<file path="src/rtl/mem_arb_pkg.sv">
// Shared definitions for the data-memory port arbiter.
//   arb_state_e : arbiter FSM encoding (IDLE / HOST_ACC / HOST_RSP)
//   SIZE_*/RW_* : RAM size and direction encodings
//   is_misaligned(): a word access needs a 4-byte aligned address
package mem_arb_pkg;

  typedef enum logic [1:0] {
    IDLE     = 2'd0,
    HOST_ACC = 2'd1,
    HOST_RSP = 2'd2
  } arb_state_e;

  localparam logic SIZE_BYTE = 1'b0;
  localparam logic SIZE_WORD = 1'b1;
  localparam logic RW_READ   = 1'b0;
  localparam logic RW_WRITE  = 1'b1;

  function automatic logic is_misaligned(input logic size, input logic [1:0] lsb);
    return (size == SIZE_WORD) && (lsb != 2'b00);
  endfunction

endpackage

</file>
<file path="src/rtl/mem_port_arbiter_wait_ctr.sv">
// host_wait_ctr: saturating count of contended cycles for a pending host request.
//   clk, rst : clock, asynchronous active-high reset
//   inc      : count one contended cycle (holds at MAX_VAL)
//   clr      : return to zero (wins over inc)
//   at_max   : count has reached MAX_VAL
module host_wait_ctr #(
  parameter int unsigned MAX_VAL = 4
) (
  input  logic clk,
  input  logic rst,
  input  logic inc,
  input  logic clr,
  output logic at_max
);

  localparam logic [3:0] MAX_CNT = 4'(MAX_VAL);

  logic [3:0] cnt;

  always_ff @(posedge clk or posedge rst) begin
    if (rst)                cnt <= '0;
    else if (clr)           cnt <= '0;
    else if (inc && !at_max) cnt <= cnt + 4'd1;
  end

  assign at_max = (cnt == MAX_CNT);

endmodule

</file>
<file path="src/rtl/mem_port_arbiter.sv">
// mem_port_arbiter: shares the ram256x8 data port between the pipeline MEM
// stage (priority) and a host loader/readback port.
//   clk, R          : clock, asynchronous active-high reset
//   pipe_*          : MEM stage request; pipe_stall holds the pipeline while
//                     the host owns the port; pipe_rdata = ram_DO always
//   host_*          : level request held until host_ack; host_ack/host_err
//                     pulse one cycle; host_rdata registered read data
//   ram_*           : RAM port (E, RW, Size, Addd, DI out; DO in)
// Optional build macro MEM_ARB_STATS_EN adds stat_host_grants and
// stat_stall_cycles (16-bit saturating counters).
module mem_port_arbiter
  import mem_arb_pkg::*;
#(
  parameter int unsigned HOST_MAX_WAIT = 4
) (
  input  logic        clk,
  input  logic        R,
  input  logic        pipe_req,
  input  logic        pipe_rw,
  input  logic        pipe_size,
  input  logic [7:0]  pipe_addr,
  input  logic [31:0] pipe_wdata,
  output logic [31:0] pipe_rdata,
  output logic        pipe_stall,
  input  logic        host_req,
  input  logic        host_rw,
  input  logic        host_size,
  input  logic [7:0]  host_addr,
  input  logic [31:0] host_wdata,
  output logic        host_ack,
  output logic        host_err,
  output logic [31:0] host_rdata,
  output logic        ram_E,
  output logic        ram_RW,
  output logic        ram_Size,
  output logic [7:0]  ram_Addd,
  output logic [31:0] ram_DI,
  input  logic [31:0] ram_DO
`ifdef MEM_ARB_STATS_EN
  ,
  output logic [15:0] stat_host_grants,
  output logic [15:0] stat_stall_cycles
`endif
);

  arb_state_e  state, state_next;
  logic        cap_rw, cap_size, cap_err;
  logic [7:0]  cap_addr;
  logic [31:0] cap_wdata;
  logic        wait_at_max, grant, wait_inc, wait_clr;

  host_wait_ctr #(.MAX_VAL(HOST_MAX_WAIT)) u_wait_ctr (
    .clk    (clk),
    .rst    (R),
    .inc    (wait_inc),
    .clr    (wait_clr),
    .at_max (wait_at_max)
  );

  assign grant    = (state == IDLE) && host_req && (!pipe_req || wait_at_max);
  assign wait_inc = (state == IDLE) && host_req && pipe_req && !grant;
  assign wait_clr = (state == IDLE) && (grant || !host_req);

  always_ff @(posedge clk or posedge R) begin
    if (R) state <= IDLE;
    else   state <= state_next;
  end

  always_comb begin
    state_next = state;
    pipe_stall = 1'b0;
    host_ack   = 1'b0;
    host_err   = 1'b0;
    ram_E      = pipe_req;
    ram_RW     = pipe_rw;
    ram_Size   = pipe_size;
    ram_Addd   = pipe_addr;
    ram_DI     = pipe_wdata;
    unique case (state)
      IDLE: begin
        // A misaligned word request skips the RAM cycle entirely.
        if (grant)
          state_next = is_misaligned(host_size, host_addr[1:0]) ? HOST_RSP : HOST_ACC;
      end
      HOST_ACC: begin
        ram_E      = 1'b1;
        ram_RW     = cap_rw;
        ram_Size   = cap_size;
        ram_Addd   = cap_addr;
        ram_DI     = cap_wdata;
        pipe_stall = pipe_req;
        state_next = HOST_RSP;
      end
      HOST_RSP: begin
        host_ack   = 1'b1;
        host_err   = cap_err;
        state_next = IDLE;
      end
      default: state_next = IDLE;
    endcase
  end

  always_ff @(posedge clk or posedge R) begin
    if (R) begin
      cap_rw     <= 1'b0;
      cap_size   <= 1'b0;
      cap_err    <= 1'b0;
      cap_addr   <= '0;
      cap_wdata  <= '0;
      host_rdata <= '0;
    end else begin
      if (grant) begin
        cap_rw    <= host_rw;
        cap_size  <= host_size;
        cap_addr  <= host_addr;
        cap_wdata <= host_wdata;
        cap_err   <= is_misaligned(host_size, host_addr[1:0]);
      end
      if (state == HOST_ACC && cap_rw == RW_READ)
        host_rdata <= ram_DO;
    end
  end

  assign pipe_rdata = ram_DO;

`ifdef MEM_ARB_STATS_EN
  always_ff @(posedge clk or posedge R) begin
    if (R) begin
      stat_host_grants  <= '0;
      stat_stall_cycles <= '0;
    end else begin
      if (state_next == HOST_ACC && state != HOST_ACC && stat_host_grants != '1)
        stat_host_grants <= stat_host_grants + 16'd1;
      if (pipe_stall && stat_stall_cycles != '1)
        stat_stall_cycles <= stat_stall_cycles + 16'd1;
    end
  end
`endif

endmodule

</file>
<file path="config.mk">
export PLATFORM = sky130hd
export DESIGN_NAME = mem_port_arbiter
export DESIGN_NICKNAME = d
export VERILOG_FILES = /design/src/rtl/mem_arb_pkg.sv /design/src/rtl/mem_port_arbiter_wait_ctr.sv /design/src/rtl/mem_port_arbiter.sv
export SDC_FILE = /design/constraint.sdc
export NUM_CORES = 1
export LEC_CHECK = 0
export ABC_AREA = 1
export CORE_MARGIN = 4
export CORE_UTILIZATION = 42
export CTS_CLUSTER_SIZE = 14
export DETAILED_ROUTE_END_ITERATION = 8
export PLACE_DENSITY = 0.86
export SKIP_LAST_GASP = 1
export SLEW_MARGIN = 20
export SYNTH_ARGS = -nofsm -noshare
export SYNTH_HDL_FRONTEND = slang
export SYNTH_HIERARCHICAL = 1
export SYNTH_SLANG_ARGS = --single-unit
</file>
<file path="constraint.sdc">
create_clock -name clk -period 5.8 [get_ports clk]
set_input_delay 1.16 -clock clk [delete_from_list [all_inputs] [get_ports clk]]
set_output_delay 1.16 -clock clk [all_outputs]
set_load 0.1 [all_outputs]
</file>
==> results of run 1 <==
-- where the power goes --
| group | switching [mW] | internal (mW) | total (mW) |
|---|---|---|---|
| combinational | 1.14 | 0.343 | 1.48 |
| clock | 0.207 | 0.255 | 0.463 |
| sequential | 0.0853 | 0.706 | 0.791 |
| total | 1.43 | 1.30 | 2.74 |
-- area by class of cell --
cell class              instances  area share [%]
repair buffers                232            35.6
clock inverters                 6            1.37
flip-flops and latches         81            31.2
well taps                     133            2.56
multi-input cells             390            26.2
inverters                      15           0.886
clock buffers                  10            2.12
-- cell families (layout without fill, tap and decap cells) --
kind of cell,after synthesis,count (layout),share of synthesized area [%]
buffers and inverters,83,263,11.0
DFF,81,81,48.3
AOI/OAI and AO/OA,5,5,0.597
adders and majority gates,2,2,0.597
and+or+nand+nor,383,383,39.5
-- routing by layer --
metal / vias to the layer above / share of wire (%) / global-route usage, %
met3: 30 / 7.8 / 5.58
met2: 194 / 51 / 41.3
met5: - / 0 / 0
li1: 2090 / - / -
met1: 2105 / 38 / 26.5
met4: 0 / 2.9 / 8.75
-- path summary, 6_finish.rpt --
check | cells after the start | end | from
max in group asynchronous | 3 | state[0] | R
worst min register to register | 2 | host_rdata[20] | host_rdata[20]
min in group asynchronous | 2 | u_wait_ctr/cnt[3] | R
worst max register to register | 4 | cap_size | state[0]
worst max-delay path | 6 | ram_RW | state[1]
worst min-delay path | 2 | host_rdata[20] | host_rdata[20]
-- sequential cells by signal, summed over array words and instances (netlist names) --
register and flops:
cap_wdata 32, host_rdata 32, cap_addr 8, u_wait_ctr/cnt 4, state 2, cap_err 1, cap_rw 1, cap_size 1
-- cells in the final DEF, fill, tap and decap left out, drive strengths merged --
cell type      count
nand2            277
clkdlybuf4s50    228
dfrtp             81
nand3             46
nand4             45
inv               15
nor2              12
clkbuf            10
o21ai              4
buf                4
clkinv             2
clkinvlp           2
bufinv             2
ha                 2
nor3               1
a21oi              1
and3               1
or2                1
-- critical path, stage by stage (launching register included) --
cell,delay [ps]
dfrtp_1,430
inv_2,590
nand2_4,500
nor2_4,190
buf_4,340
nor2_1,90
clkdlybuf4s50_1,980
-- metrics by stage --
step / power [mW] / hold WS (ps) / setup slack (ps) / instances
floorplan: 1.91 / 443 / 2190 / 554
global placement: 2.26 / 454 / 1580 / 851
detailed placement: 2.29 / 458 / 1500 / 851
CTS: 2.76 / 476 / 1130 / 867
global route: 2.86 / 497 / 923 / 867
finish: 2.74 / 473 / 1140 / 867
==> impl_results.md, run 1 <==
- Chip Height: 108 µm
- WL/cell: 15.7 µm
- Setup violators final: 0
- Total setup buffers inserted after CTS: 0
- Placed Area: 6270 µm²
- Antenna diodes: 0
- Gpl congestion: 0.800
- Seq/Total Area, Yosys: 48.3%
- Initial antenna violation count: 0
- Overall die width: 108 µm
- Final Util: 66.7%
- Flop-to-flop setup slack: 2580 ps
- Core Area: 9730 µm²
- DP HPWL: 10,100 µm
- Worst Skew: 12.1 ps
- MaxCap Viol Count: 0
- Critical Path Start Type: flop
- Status: finished, final reports clean
- Mean post-synth cell area: 7.57 µm²
- Crit path max fanout: 45
- TNS Setup: 0 ps
- Maximum root-to-sink buffer count: 2
- Multi-input logic area: 1700 µm²
- Vias in the first global route: 4,371
- RSZ-0062 raised after global routing: false
- Gr ovfl total: 0
- CTS Buf Count: 9
- Final Cycle Share: 80.3%
- DR vias: 4,419
- Critical Path AT: 3500 ps
- Synth Register Bits: 81
- Clk slew on worst S/H paths: 80 ps
- P per Cell Area: 422 nW/µm²
- Via density per instance: 5.10
- Worst slew margin: 30.4%
- Die area: 11,600 µm²
- Slew Viols, Final: 0
- Largest net degree at the start of global routing: 78
- Fmax: 215 MHz
- Ys async rst share: 100%
- P&R area growth vs syn: 54.8%
- Worst-skew pair later-pin latency: 340 ps
- H-Tree Depth: 3
- Num ports: 230
- Synth top area share: 48.3%
- Initial Util: 43.1%
- Fraction of layout cells with a size suffix above 1: 4.36%
- Commonest cells post-synth: nand2_1 (276), dfrtp_1 (81), nand3_1 (45), nand4_1 (45), buf_4 (34)
- Most frequent cell after synthesis: nand2_1
- Root Driver: clkbuf_8
- Top cell type by total area after synthesis: dfrtp_1
- CTS tree: done
- Hold Crit Class: reg -> reg
- Reg area: 2030 µm²
- Crit path time final: 4660 ps
- IO Port Bufs: 229
- Hold-fix buffers, CTS: 0
- Total nets after synthesis: 676
- Netlist cell types: 21
- Detailed Route Iter0 Violations: 218
- Fill cell count: 824
- Layout Nets: 851
- Worst EP required: 4640 ps
- CP endpoint kind: output pin
- Final instance area: 6490 µm²
- Post-Syn Area: 4190 µm²
- Top cells by area, synth: dfrtp_1 (48%), nand2_1 (25%), nand4_1 (6.7%), buf_4 (6.1%), nand3_1 (5.4%)
- First-pass GRT wire length: 21,400 µm
- Cells after synthesis: 554
- Row cnt: 36
- Routed WL: 13,600 µm
- Ys flop type: dfrtp_1
- Post-cts resize count: 0
- Peak supply drop: 0.247 mV
- TritonRoute pass-1 iters: 4
- Crit Path Category: reg -> out
- Static leakage: 3.16 nW
- Remaining antenna violation count: 0
- Total track usage: 23.0%
- Final-report hold violation count: 0
- Slew @ Worst Pin: 1040 ps
- Clk sinks: 81
- DRC violations left: 0
- Yosys warning count: 6
- Post-synth EDFFs: 0
Power figures use the tool's default switching activity.
==> inputs of run 2 (changes only) <==
Settings changed: CORE_UTILIZATION 42 to 35, PLACE_DENSITY 0.86 to 0.77.
Clock period 5.8 ns to 3.8 ns, I/O delays scaled along.
==> impl_results.md, run 2 (synthesis gave the netlist of run 1 again) <==
- GR peak layer: met2 (unchanged)
- H-Tree Depth: 3 (unchanged)
- Worst Skew: 5.21 ps (was 12.1 ps)
- Routed WL: 13,400 µm (was 13,600 µm)
- Clk slew on worst S/H paths: 60 ps (was 80 ps)
- P&R area growth vs syn: 54.0% (was 54.8%)
- MaxCap Viol Count: 0 (unchanged)
- Critical Path Start Type: flop (unchanged)
- Hold slack: 469 ps (was 473 ps)
- Inst Count DP: 865 (was 851)
- DP HPWL: 9830 µm (was 10,100 µm)
- TritonRoute pass-1 iters: 4 (unchanged)
- Gr ovfl total: 0 (unchanged)
- Total track usage: 19.2% (was 23.0%)
- Remaining antenna violation count: 0 (unchanged)
- Sw frac: 50.1% (was 52.4%)
- First-pass GRT wire length: 22,000 µm (was 21,400 µm)
- Final-report hold violation count: 0 (unchanged)
- Reg area: 2030 µm² (unchanged)
- Multi-input logic area: 1710 µm² (was 1700 µm²)
- TNS Setup: 0 ps (unchanged)
- DR vias: 4,381 (was 4,419)
- IO Port Bufs: 229 (unchanged)
- Antenna diodes: 0 (unchanged)
- Initial Util: 36.3% (was 43.1%)
- Die area: 13,800 µm² (was 11,600 µm²)
- Peak supply drop: 0.253 mV (was 0.247 mV)
- Most common cell after layout, fill and taps aside: nand2_1 (unchanged)
- CTS tree: done (unchanged)
- CP endpoint kind: output pin (unchanged)
- Slew @ Worst Pin: 1000 ps (was 1040 ps)
- M1 GR Usage: 23.3% (was 26.5%)
- Post-cts resize count: 0 (unchanged)
- Seq pwr share: 27.4% (was 28.9%)
- RSZ-0062 raised after global routing: false (unchanged)
- Int Power: 2.20 mW (was 1.30 mW)
- Chip Height: 117 µm (was 108 µm)
- GR Util met3: 4.61% (was 5.58%)
- P per Cell Area: 681 nW/µm² (was 422 nW/µm²)
- Maximum root-to-sink buffer count: 2 (unchanged)
- Critical Path AT: 2400 ps (was 3500 ps)
- Gpl congestion: 0.769 (was 0.800)
- Final instance area: 6460 µm² (was 6490 µm²)
- Detailed Route Iter0 Violations: 342 (was 218)
- Worst-skew pair later-pin latency: 330 ps (was 340 ps)
- Overall die width: 117 µm (was 108 µm)
- Final Cycle Share: 83.2%
- Static leakage: 3.31 nW (was 3.16 nW)
- Met2 GRT Util: 33.8% (was 41.3%)
- Worst slew margin: 33.1% (was 30.4%)
- Root Driver: clkbuf_16 (was clkbuf_8)
- Crit path max fanout: 45 (unchanged)
- Layout Cells excl Fill: 881 (was 867)
- Most frequent cells in the layout: nand2_1 (275), clkdlybuf4s50_1 (150), buf_4 (84) (was nand2_1 (276), clkdlybuf4s50_1 (228), dfrtp_1 (80))
- Initial antenna violation count: 0 (unchanged)
- R2R cell count: 7 (was 4)
- Fmax: 316 MHz
- Layout Nets: 855 (was 851)
- Slew Viols, Final: 0 (unchanged)
- Largest net degree at the start of global routing: 46 (was 78)
- Num ports: 230 (unchanged)
- CTS Buf Count: 9 (unchanged)
- Setup violators final: 0 (unchanged)
- Crit Path Category: reg -> out (unchanged)
- Core Area: 11,600 µm² (was 9730 µm²)
- Clock power frac: 21.5% (was 16.9%)
- Comb pwr share: 51.1% (was 54.2%)
- Worst EP required: 3040 ps (was 4640 ps)
- Fraction of layout cells with a size suffix above 1: 15.6% (was 4.36%)
- Hold Path Cell Cnt: 2 (unchanged)
- Switching Power: 2.20 mW (was 1.43 mW)
- Vias in the first global route: 4,415 (was 4,371)
- WL/cell: 15.2 µm (was 15.7 µm)
- Clk sinks: 81 (unchanged)
- Row cnt: 39 (was 36)
- Largest registers: cap_wdata (32), host_rdata (32), cap_addr (8) (unchanged)
- Crit path time final: 3160 ps
- Via density per instance: 4.97 (was 5.10)
- DRC violations left: 0 (unchanged)
- Final Util: 55.8% (was 66.7%)
- Total setup buffers inserted after CTS: 0 (unchanged)
- Status: finished, final reports clean (unchanged)
- Hold Crit Class: reg -> reg (unchanged)
- Hold-fix buffers, CTS: 0 (unchanged)
- Fill cell count: 1,076 (was 824)
- Placed Area: 6130 µm² (was 6270 µm²)
==> run 2: changes by cell type in the layout (fill, tap and decap cells not counted), moves of 8 or more <==
cell | previous run | this run
buf_4 | 3 | 84
clkdlybuf4s50_1 | 228 | 150
clkbuf_16 | 0 | 9
clkbuf_8 | 10 | 2
==> run 2: power by group through the flow <==
stage | clock (mW) | sequential, mW | combinational, mW
after detailed placement | 0 | 1.22 | 2.26
after CTS | 0.976 | 1.21 | 2.26
final | 0.947 | 1.21 | 2.25
after global placement | 0 | 1.20 | 2.24
after global routing | 1.00 | 1.23 | 2.34
after floorplan | 0 | 2.10 | 0.807
==> run 2: worst max-delay path: stages (launching register included) <==
cell and delay (ps):
dfrtp_1 420, inv_2 580, nand2_4 520, nor2_1 210, buf_4 310
==> run 2: path summary, 6_finish.rpt <==
path	from	to	slack [ps]
max	state[1]	pipe_stall	640
min	host_rdata[2]	host_rdata[2]	470
max reg2reg	state[1]	host_rdata[22]	1010
min reg2reg	host_rdata[2]	host_rdata[2]	470
max in group asynchronous	R	host_rdata[21]	2050
min in group asynchronous	R	u_wait_ctr/cnt[0]	670
==> run 2: metrics by stage <==
stage | setup WS (ps) | total power, mW
CTS | 614 | 4.44
finish | 639 | 4.40
global route | 449 | 4.58
global placement | 1040 | 3.44
detailed placement | 977 | 3.47
floorplan | 940 | 2.91
==> run 2: metal layers <==
| layer | vias up | part of all wire, % |
|---|---|---|
| met5 | - | 0 |
| met4 | 0 | 1.4 |
| met3 | 17 | 7.8 |
| met2 | 206 | 50 |
| met1 | 2056 | 41 |
| li1 | 2102 | - |
==> run 2: cell type report <==
type | count | share of cell area [%]
Clock inverter | 5 | 1.20
Inverter | 15 | 0.891
Timing Repair Buffer | 236 | 33.4
Clock buffer | 11 | 3.91
Tap cell | 143 | 2.77
Multi-Input combinational cell | 390 | 26.4
Sequential cell | 81 | 31.4
==> inputs of run 3 (changes only) <==
Clock period 3.8 ns to 2.7 ns, I/O delays scaled along.
==> impl_results.md, run 3 (synthesis gave the netlist of run 1 again) <==
- Status: finished, final reports clean (unchanged)
- TritonRoute pass-1 iters: 4 (unchanged)
- Crit Path Category: reg -> out (unchanged)
- Root Driver: clkbuf_16 (unchanged)
- Total setup buffers inserted after CTS: 0 (unchanged)
- Core Area: 11,600 µm² (unchanged)
- Final Util: 63.3% (was 55.8%)
- Multi-input logic area: 1710 µm² (unchanged)
- DP HPWL: 10,900 µm (was 9830 µm)
- Routed WL: 14,100 µm (was 13,400 µm)
- Reg area: 2030 µm² (unchanged)
- Peak supply drop: 0.316 mV (was 0.253 mV)
- Remaining antenna violation count: 0 (unchanged)
- Reg-to-reg startpoint: state[1] (unchanged)
- Critical Path Start Type: flop (unchanged)
- R2R cell count: 7 (unchanged)
- First-pass GRT wire length: 23,400 µm (was 22,000 µm)
- Final Worst Setup Slack: 232 ps (was 639 ps)
- Post-cts resize count: 0 (unchanged)
- Worst-skew pair later-pin latency: 330 ps (about the same)
- Largest registers: cap_wdata (32), host_rdata (32), cap_addr (8) (unchanged)
- Fill cell count: 954 (was 1,076)
- Hold Crit Class: in -> async (was reg -> reg)
- CTS tree: done (unchanged)
- Slew @ Worst Pin: 523 ps (was 1000 ps)
- Final-report hold violation count: 0 (unchanged)
- Row cnt: 39 (unchanged)
- Vias in the first global route: 4,484 (was 4,415)
- Die area: 13,800 µm² (unchanged)
- H-Tree Depth: 3 (unchanged)
- Antenna diodes: 0 (unchanged)
- Total track usage: 20.5% (was 19.2%)
- Fraction of layout cells with a size suffix above 1: 20.0% (was 15.6%)
- Worst Skew: 4.89 ps (was 5.21 ps)
- Critical Path AT: 1930 ps (was 2400 ps)
- Detailed Route Iter0 Violations: 299 (was 342)
- MaxCap Viol Count: 0 (unchanged)
- Gr ovfl total: 0 (unchanged)
- Gpl congestion: 0.866 (was 0.769)
- Overall die width: 117 µm (unchanged)
- Worst EP required: 2160 ps (was 3040 ps)
- Most frequent cells in the layout: nand2_1 (275), clkdlybuf4s50_1 (118), dfrtp_1 (80) (was nand2_1 (275), clkdlybuf4s50_1 (150), buf_4 (84))
- RSZ-0062 raised after global routing: false (unchanged)
- IO Port Bufs: 229 (unchanged)
- Initial Util: 36.3% (unchanged)
- Final Cycle Share: 91.4%
- Crit path time final: 2470 ps
- WL/cell: 16.0 µm (was 15.2 µm)
- Maximum root-to-sink buffer count: 2 (unchanged)
- DRC violations left: 0 (unchanged)
- Clk slew on worst S/H paths: 60 ps (about the same)
- Static leakage: 3.69 nW (was 3.31 nW)
- Largest net degree at the start of global routing: 46 (unchanged)
- Fmax: 405 MHz
- DP Worst Slack: 360 ps (was 977 ps)
- TNS Setup: 0 ps (unchanged)
- Initial antenna violation count: 0 (unchanged)
- Most common cell after layout, fill and taps aside: nand2_1 (unchanged)
- Crit path max fanout: 29 (was 45)
- Worst slew margin: 65.1% (was 33.1%)
- P per Cell Area: 867 nW/µm² (was 681 nW/µm²)
- Slew Viols, Final: 0 (unchanged)
- Clk sinks: 81 (unchanged)
- P&R area growth vs syn: 74.7% (was 54.0%)
- Hold slack: 457 ps (was 469 ps)
- CP endpoint kind: output pin (unchanged)
- Layout Nets: 857 (was 855)
- Hold-fix buffers, CTS: 0 (unchanged)
- Chip Height: 117 µm (unchanged)
- CTS Buf Count: 9 (unchanged)
- DR vias: 4,403 (was 4,381)
- Final Power: 6.35 mW (was 4.40 mW)
- Via density per instance: 4.99 (was 4.97)
- Setup violators final: 0 (unchanged)
- Setup crit start: state[1] (unchanged)
- Num ports: 230 (unchanged)
[run 3: final cells by class]
class | count | share of cell area, %
tap | 143 | 2.44
timing repair buffer | 238 | 41.5
clock inverter | 6 | 1.13
sequential | 81 | 27.7
multi-input combinational | 390 | 23.3
clock buffer | 10 | 3.13
inverter | 15 | 0.786
[run 3: worst max-delay path, cell delays in order (launching register included)]
cell and delay (ps):
dfrtp_1 420, inv_2 270, buf_4 370, a21oi_1 110
nor2_1 200, buf_12 210
[run 3: routing by layer]
metal | up-vias | routed length, µm | GRT usage [%]
met1 | 2039 | 5560 | 24.7
met4 | 0 | 246 | 5.86
met5 | - | 0 | 0
met3 | 21 | 1300 | 6.39
li1 | 2105 | - | -
met2 | 238 | 7030 | 35.5
[run 3: metrics by stage]
stage / instances / instance area (µm²)
2_1_floorplan: 554 / 4190
3_3_place_gp: 867 / 7010
3_5_place_dp: 867 / 7010
4_1_cts: 883 / 7330
5_1_grt: 883 / 7330
6_report: 883 / 7330
[run 3: where the power goes]
group | leakage (nW) | switching (mW) | internal (mW)
sequential | 1.00 | 0.187 | 1.52
combinational | 2.53 | 2.50 | 0.868
clock | 0.152 | 0.475 | 0.805
total | 3.69 | 3.16 | 3.19
[run 3: path summary, 6_finish.rpt]
| kind | slack [ps] | to |
|---|---|---|
| worst max-delay path | 230 | ram_RW |
| max in group asynchronous | 1620 | host_rdata[14] |
| worst max register to register | 460 | host_rdata[27] |
| worst min register to register | 470 | cap_wdata[7] |
| min in group clk | 470 | cap_wdata[7] |
| worst min-delay path | 460 | cap_wdata[5] |
